$ cat src/rtl/mips_defs.sv
// Shared MIPS datapath definitions: ALU opcodes and default datapath width.
// Used by the ALU control decoder and the execute-stage ALU.
package mips_defs;

    localparam int ALU_WIDTH = 32;

    localparam logic [2:0] ALU_AND = 3'b000;
    localparam logic [2:0] ALU_OR  = 3'b001;
    localparam logic [2:0] ALU_ADD = 3'b010;
    localparam logic [2:0] ALU_SUB = 3'b110;
    localparam logic [2:0] ALU_SLT = 3'b111;

    typedef struct packed {
        logic ovf;
        logic ill;
    } alu_flags_t;

endpackage

$ cat src/rtl/alu_exec_core.sv
// Combinational ALU: maps (a, b, op) to result, signed overflow and illegal flag.
// Overflow is only meaningful for add/sub; slt uses the overflow-corrected sign.
module alu_core
    import mips_defs::*;
#(
    parameter int WIDTH = ALU_WIDTH
) (
    input  logic [WIDTH-1:0] i_a,
    input  logic [WIDTH-1:0] i_b,
    input  logic [2:0]       i_op,
    output logic [WIDTH-1:0] o_result,
    output logic             o_overflow,
    output logic             o_illegal
);

    logic [WIDTH-1:0] w_sum;
    logic [WIDTH-1:0] w_diff;
    logic             w_ovf_add;
    logic             w_ovf_sub;
    logic             w_lt;
    logic             w_sa;
    logic             w_sb;

    assign w_sa   = i_a[WIDTH-1];
    assign w_sb   = i_b[WIDTH-1];
    assign w_sum  = i_a + i_b;
    assign w_diff = i_a - i_b;

    assign w_ovf_add = (w_sa == w_sb) && (w_sum[WIDTH-1] != w_sa);
    assign w_ovf_sub = (w_sa != w_sb) && (w_diff[WIDTH-1] != w_sa);

    // Raw difference sign is wrong exactly when the subtraction overflowed.
    assign w_lt = w_diff[WIDTH-1] ^ w_ovf_sub;

    always_comb begin
        o_result   = '0;
        o_overflow = 1'b0;
        o_illegal  = 1'b0;
        case (i_op)
            ALU_ADD: begin
                o_result   = w_sum;
                o_overflow = w_ovf_add;
            end
            ALU_SUB: begin
                o_result   = w_diff;
                o_overflow = w_ovf_sub;
            end
            ALU_AND: o_result = i_a & i_b;
            ALU_OR:  o_result = i_a | i_b;
            ALU_SLT: o_result = {{(WIDTH-1){1'b0}}, w_lt};
            default: o_illegal = 1'b1;
        endcase
    end

endmodule

$ cat src/rtl/alu_exec.sv
// Execute-stage ALU: operand capture register, combinational ALU, result register.
// Valid/ready on both sides; a stalled output backs up into the capture stage.
module alu_exec
    import mips_defs::*;
#(
    parameter int WIDTH = ALU_WIDTH
) (
    input  logic             clk,
    input  logic             rst,
    input  logic             in_valid,
    output logic             in_ready,
    input  logic [WIDTH-1:0] srca,
    input  logic [WIDTH-1:0] srcb,
    input  logic [2:0]       alucontrol,
    output logic             out_valid,
    input  logic             out_ready,
    output logic [WIDTH-1:0] result,
    output logic             zero,
    output logic             overflow,
    output logic             illegal
);

    logic             r_s1_valid;
    logic [WIDTH-1:0] r_a;
    logic [WIDTH-1:0] r_b;
    logic [2:0]       r_op;

    logic             r_out_valid;
    logic [WIDTH-1:0] r_result;
    logic             r_zero;
    alu_flags_t       r_flags;

    logic             w_s1_load;
    logic             w_s2_load;
    logic [WIDTH-1:0] w_res;
    alu_flags_t       w_flags;

    // Stage 2 frees up when empty or drained this cycle.
    assign w_s2_load = r_s1_valid && (!r_out_valid || out_ready);
    assign in_ready  = !r_s1_valid || !r_out_valid || out_ready;
    assign w_s1_load = in_valid && in_ready;

    alu_core #(
        .WIDTH (WIDTH)
    ) u_core (
        .i_a        (r_a),
        .i_b        (r_b),
        .i_op       (r_op),
        .o_result   (w_res),
        .o_overflow (w_flags.ovf),
        .o_illegal  (w_flags.ill)
    );

    always_ff @(posedge clk) begin
        if (rst) begin
            r_s1_valid <= 1'b0;
            r_a        <= '0;
            r_b        <= '0;
            r_op       <= ALU_AND;
        end else if (w_s1_load) begin
            r_s1_valid <= 1'b1;
            r_a        <= srca;
            r_b        <= srcb;
            r_op       <= alucontrol;
        end else if (w_s2_load) begin
            r_s1_valid <= 1'b0;
        end
    end

    always_ff @(posedge clk) begin
        if (rst) begin
            r_out_valid <= 1'b0;
            r_result    <= '0;
            r_zero      <= 1'b1;
            r_flags     <= '0;
        end else if (w_s2_load) begin
            r_out_valid <= 1'b1;
            r_result    <= w_res;
            r_zero      <= (w_res == '0);
            r_flags     <= w_flags;
        end else if (out_ready) begin
            r_out_valid <= 1'b0;
        end
    end

    assign out_valid = r_out_valid;
    assign result    = r_result;
    assign zero      = r_zero;
    assign overflow  = r_flags.ovf;
    assign illegal   = r_flags.ill;

endmodule
$ cat config.mk
export PLATFORM = sky130hd
export DESIGN_NAME = alu_exec
export DESIGN_NICKNAME = d
export VERILOG_FILES = /design/src/rtl/mips_defs.sv /design/src/rtl/alu_exec_core.sv /design/src/rtl/alu_exec.sv
export SDC_FILE = /design/constraint.sdc
export NUM_CORES = 1
export LEC_CHECK = 0
export ABC_AREA = 1
export CORE_ASPECT_RATIO = 1.2
export CORE_MARGIN = 4
export CORE_UTILIZATION = 35
export CTS_BUF_LIST = sky130_fd_sc_hd__clkbuf_4
export CTS_CLUSTER_DIAMETER = 150
export DETAILED_ROUTE_END_ITERATION = 12
export DONT_BUFFER_PORTS = 1
export PLACE_DENSITY = 0.48
export SLEW_MARGIN = 20
export SYNTH_ARGS = -nofsm -noshare
export SYNTH_HDL_FRONTEND = slang
export SYNTH_SLANG_ARGS = --single-unit
export TNS_END_PERCENT = 5
$ cat constraint.sdc
create_clock -name clk -period 3.65 [get_ports clk]
set_clock_uncertainty 0.05 [all_clocks]
set_input_delay 0.5475 -clock clk [delete_from_list [all_inputs] [get_ports clk]]
set_output_delay 0.5475 -clock clk [all_outputs]
set_load 0.02 [all_outputs]
==> qor.txt <==
Post-Syn Nets -> 1899
Seq pwr share -> 34.7%
Status -> complete, no violations
Cell depth of the worst min-delay path -> 2
Crit. End Element -> flip-flop
Internal power -> 2.10 mW
Hold Vio Cnt, Final -> 0
Final nets -> 1946
Max cap viols -> 0
Syn Area/Cell -> 5.88 um^2
# placed instances -> 2097
Yosys warning count -> 0
Die W -> 163 um
Worst Tran Pin Value -> 961 ps
Initial antenna violation count -> 1
DRC -> 0
Slew Limit Fails -> 0
Number of I/O port buffers -> 0
Crit path kind -> reg2reg
Routed WL -> 37000 um
Vias in the first global route -> 10267
Final hold slack -> 83.3 ps
Yosys cell types -> 40
Post-synth ARST share -> 0%
Crit path DAT -> 3770 ps
Post-synthesis mux area share -> 0%
Synth Area in Adders -> 13.6%
Final setup viols -> 0
CP required -> 4100 ps
Startpoint class of the critical path -> flip-flop
Placed Area -> 10700 um^2
Dpl hpwl -> 30100 um
Worst vdd ir -> 0.137 mV
First drt pass iteration count -> 5
Largest family of logic cells by synthesized area -> simple AND/OR/NAND/NOR gates
Fin crit period -> 3310 ps
Comb pwr share -> 47.0%
Reg2reg setup slack -> 340 ps
Final period utilization -> 90.8%
Slew headroom -> 35.9%
Post-Synth Simple-Gate Area -> 34.1%
Cell taking the most area after synthesis -> dfxtp_1
CTS buffer count -> 9
Worst r2r path cells -> 27
Gr usage total -> 23.0%
Routed len/inst -> 17.2 um
Synthesized area -> 10100 um^2
Most common cell after layout, fill and taps aside -> nand2_1
Achievable Freq -> 302 MHz
CTS max path bufs -> 2
Number of I/O pins -> 108
Die area -> 31700 um^2
Clock Latency Late Sink -> 540 ps
Grt ovf -> 0
Core area -> 28200 um^2
Post-synthesis compound-gate area fraction -> 15.3%
Gpl congestion -> 0.939
Level count of the clock H-tree -> 3
Most frequent cells in the layout -> nand2_1, inv_1, nor2_1, nand3_1, a21oi_1
Lkg Pwr -> 6.06 nW
Fraction of layout cells with a size suffix above 1 -> 18.1%
Std-Cell Rows -> 67
Clock Pin Slew Worst Setup and Hold Paths -> 190 ps
Cell Count, Final, Fillers Out -> 2152
Initial Util -> 35.9%
Clock sinks -> 104
Synth area leaders -> dfxtp_1, nand2_1, ha_1
First-pass GRT wire length -> 56400 um
Hold Crit Class -> in2reg
Ys flop type -> dfxtp_1
Post-route cell area -> 11900 um^2
Yosys top cell area share -> 20.6%
Clk pwr share -> 18.4%
Pwr dens -> 322 nW/um^2
Vert. Die Dim -> 194 um
Post-synth EDFFs -> 0
Sequential area share after synthesis -> 20.6%
TNS Setup -> 0 ps
Largest net degree at the start of global routing -> 82
Layout Area Growth over Synthesis -> 17.2%
Drt via density -> 4.90
NetSw -> 1.71 mW
Syn Inst Count -> 1720
Clock root buffer -> clkbuf_4
CTS tree -> yes
Number of synthesized register bits -> 104
Post-synthesis xor/xnor area fraction -> 0.173%
Final ANT Viol Nets -> 0
Via count -> 10544
Sw Share -> 44.8%
DRT iter0 DRCs -> 658
Crit path max fanout -> 3
metrics by stage:
stage	power (mW)	setup WS, ps	util, %
2_1_floorplan	2.37	499	-
3_3_place_gp	2.91	-61.7	38.1
3_5_place_dp	2.90	-76.3	38.1
4_1_cts	3.65	0.0346	38.8
5_1_grt	4.11	-11.4	42.1
6_report	3.81	337	42.1
worst max-delay path: stages (launching register included):
cell,delay [ps]
dfxtp_4,410
inv_1,80
ha_4,260
nor2_4,110
nand2_2,90
nor2_4,130
and3_4,190
nand2_2,60
nand2_1,80
nand2_1,70
nand2_1,80
a21oi_2,70
fa_2,360
nand2_1,70
inv_1,40
nand2_1,60
nand3_1,90
nor2_2,130
nand2_1,60
nor2_1,80
nand3_1,90
nor2_1,100
nand3_1,110
nor2_2,130
nand3_1,90
nor2_1,90
nand3_1,70
nand2_1,60
synthesized netlist by cell type, drive strengths merged (2+ instances only):
cell and n:
nand4 20, clkbuf 37, inv 340, o21ai 112
fa 3, nand2 448, nor3 14, o22ai 23
dfxtp 104, o211ai 14, and3 2, a21oi 126
or2 2, xor2 2, nor2 182, o21bai 9
and2 4, buf 29, nand3b 9, ha 105
nand3 131
path summary, 6_finish.rpt:
kind                                            from                       to
worst max-delay path            r_a[21]$_SDFFE_PP0P_        zero$_SDFFE_PP1P_
worst min-delay path                        in_valid  r_s1_valid$_SDFFE_PP0P_
worst max register to register  r_a[21]$_SDFFE_PP0P_        zero$_SDFFE_PP1P_
worst min register to register   r_a[4]$_SDFFE_PP0P_      r_a[4]$_SDFFE_PP0P_
cell families after synthesis:
| family | Yosys count |
|---|---|
| AND/OR/NAND/NOR | 812 |
| AO/OA/AOI/OAI | 287 |
| XOR/XNOR | 2 |
| flip-flops | 104 |
| adder cells (fa/ha/maj) | 108 |
| buffers and inverters | 407 |
power groups by stage:
stage,registers [mW],clock network [mW],logic [mW]
6_report,1.32,0.699,1.79
3_5_place_dp,1.34,0,1.56
3_3_place_gp,1.34,0,1.57
5_1_grt,1.33,0.781,2.00
4_1_cts,1.32,0.756,1.58
2_1_floorplan,1.33,0,1.04
metal layers:
layer,global-route usage (%),share of wire (%),vias up
li1,-,-,5456
met1,27.0,42,4811
met2,40.9,50,212
met3,3.06,3.4,65
met4,10.7,4.8,0
met5,0,0,-
area by class of cell:
cell class              count  area (um^2)
diodes                      1         2.50
clock buffers               9         67.6
clock inverters             7          100
fillers                  3175        16300
inverters                 341         1290
multi-input cells        1209         6970
flip-flops and latches    104         2150
well taps                 379          474
repair buffers            102          801
sequential cells by signal (all words and copies together), names as in the netlist:
| signal | cells |
|---|---|
| r_op | 3 |
| illegal | 1 |
| r_s1_valid | 1 |
| result | 32 |
| overflow | 1 |
| zero | 1 |
| r_b | 32 |
| r_a | 32 |
| out_valid | 1 |
what timing repair did:
action | CTS | global route
setup endpoints to repair | 1 | 1
gates resized for setup | 12 | 182
hold endpoints to repair | 5 | 0
hold buffers | 1 | 0
setup buffers | 0 | 37
pin swaps | 0 | 31
(Power assumes the default switching activity.)
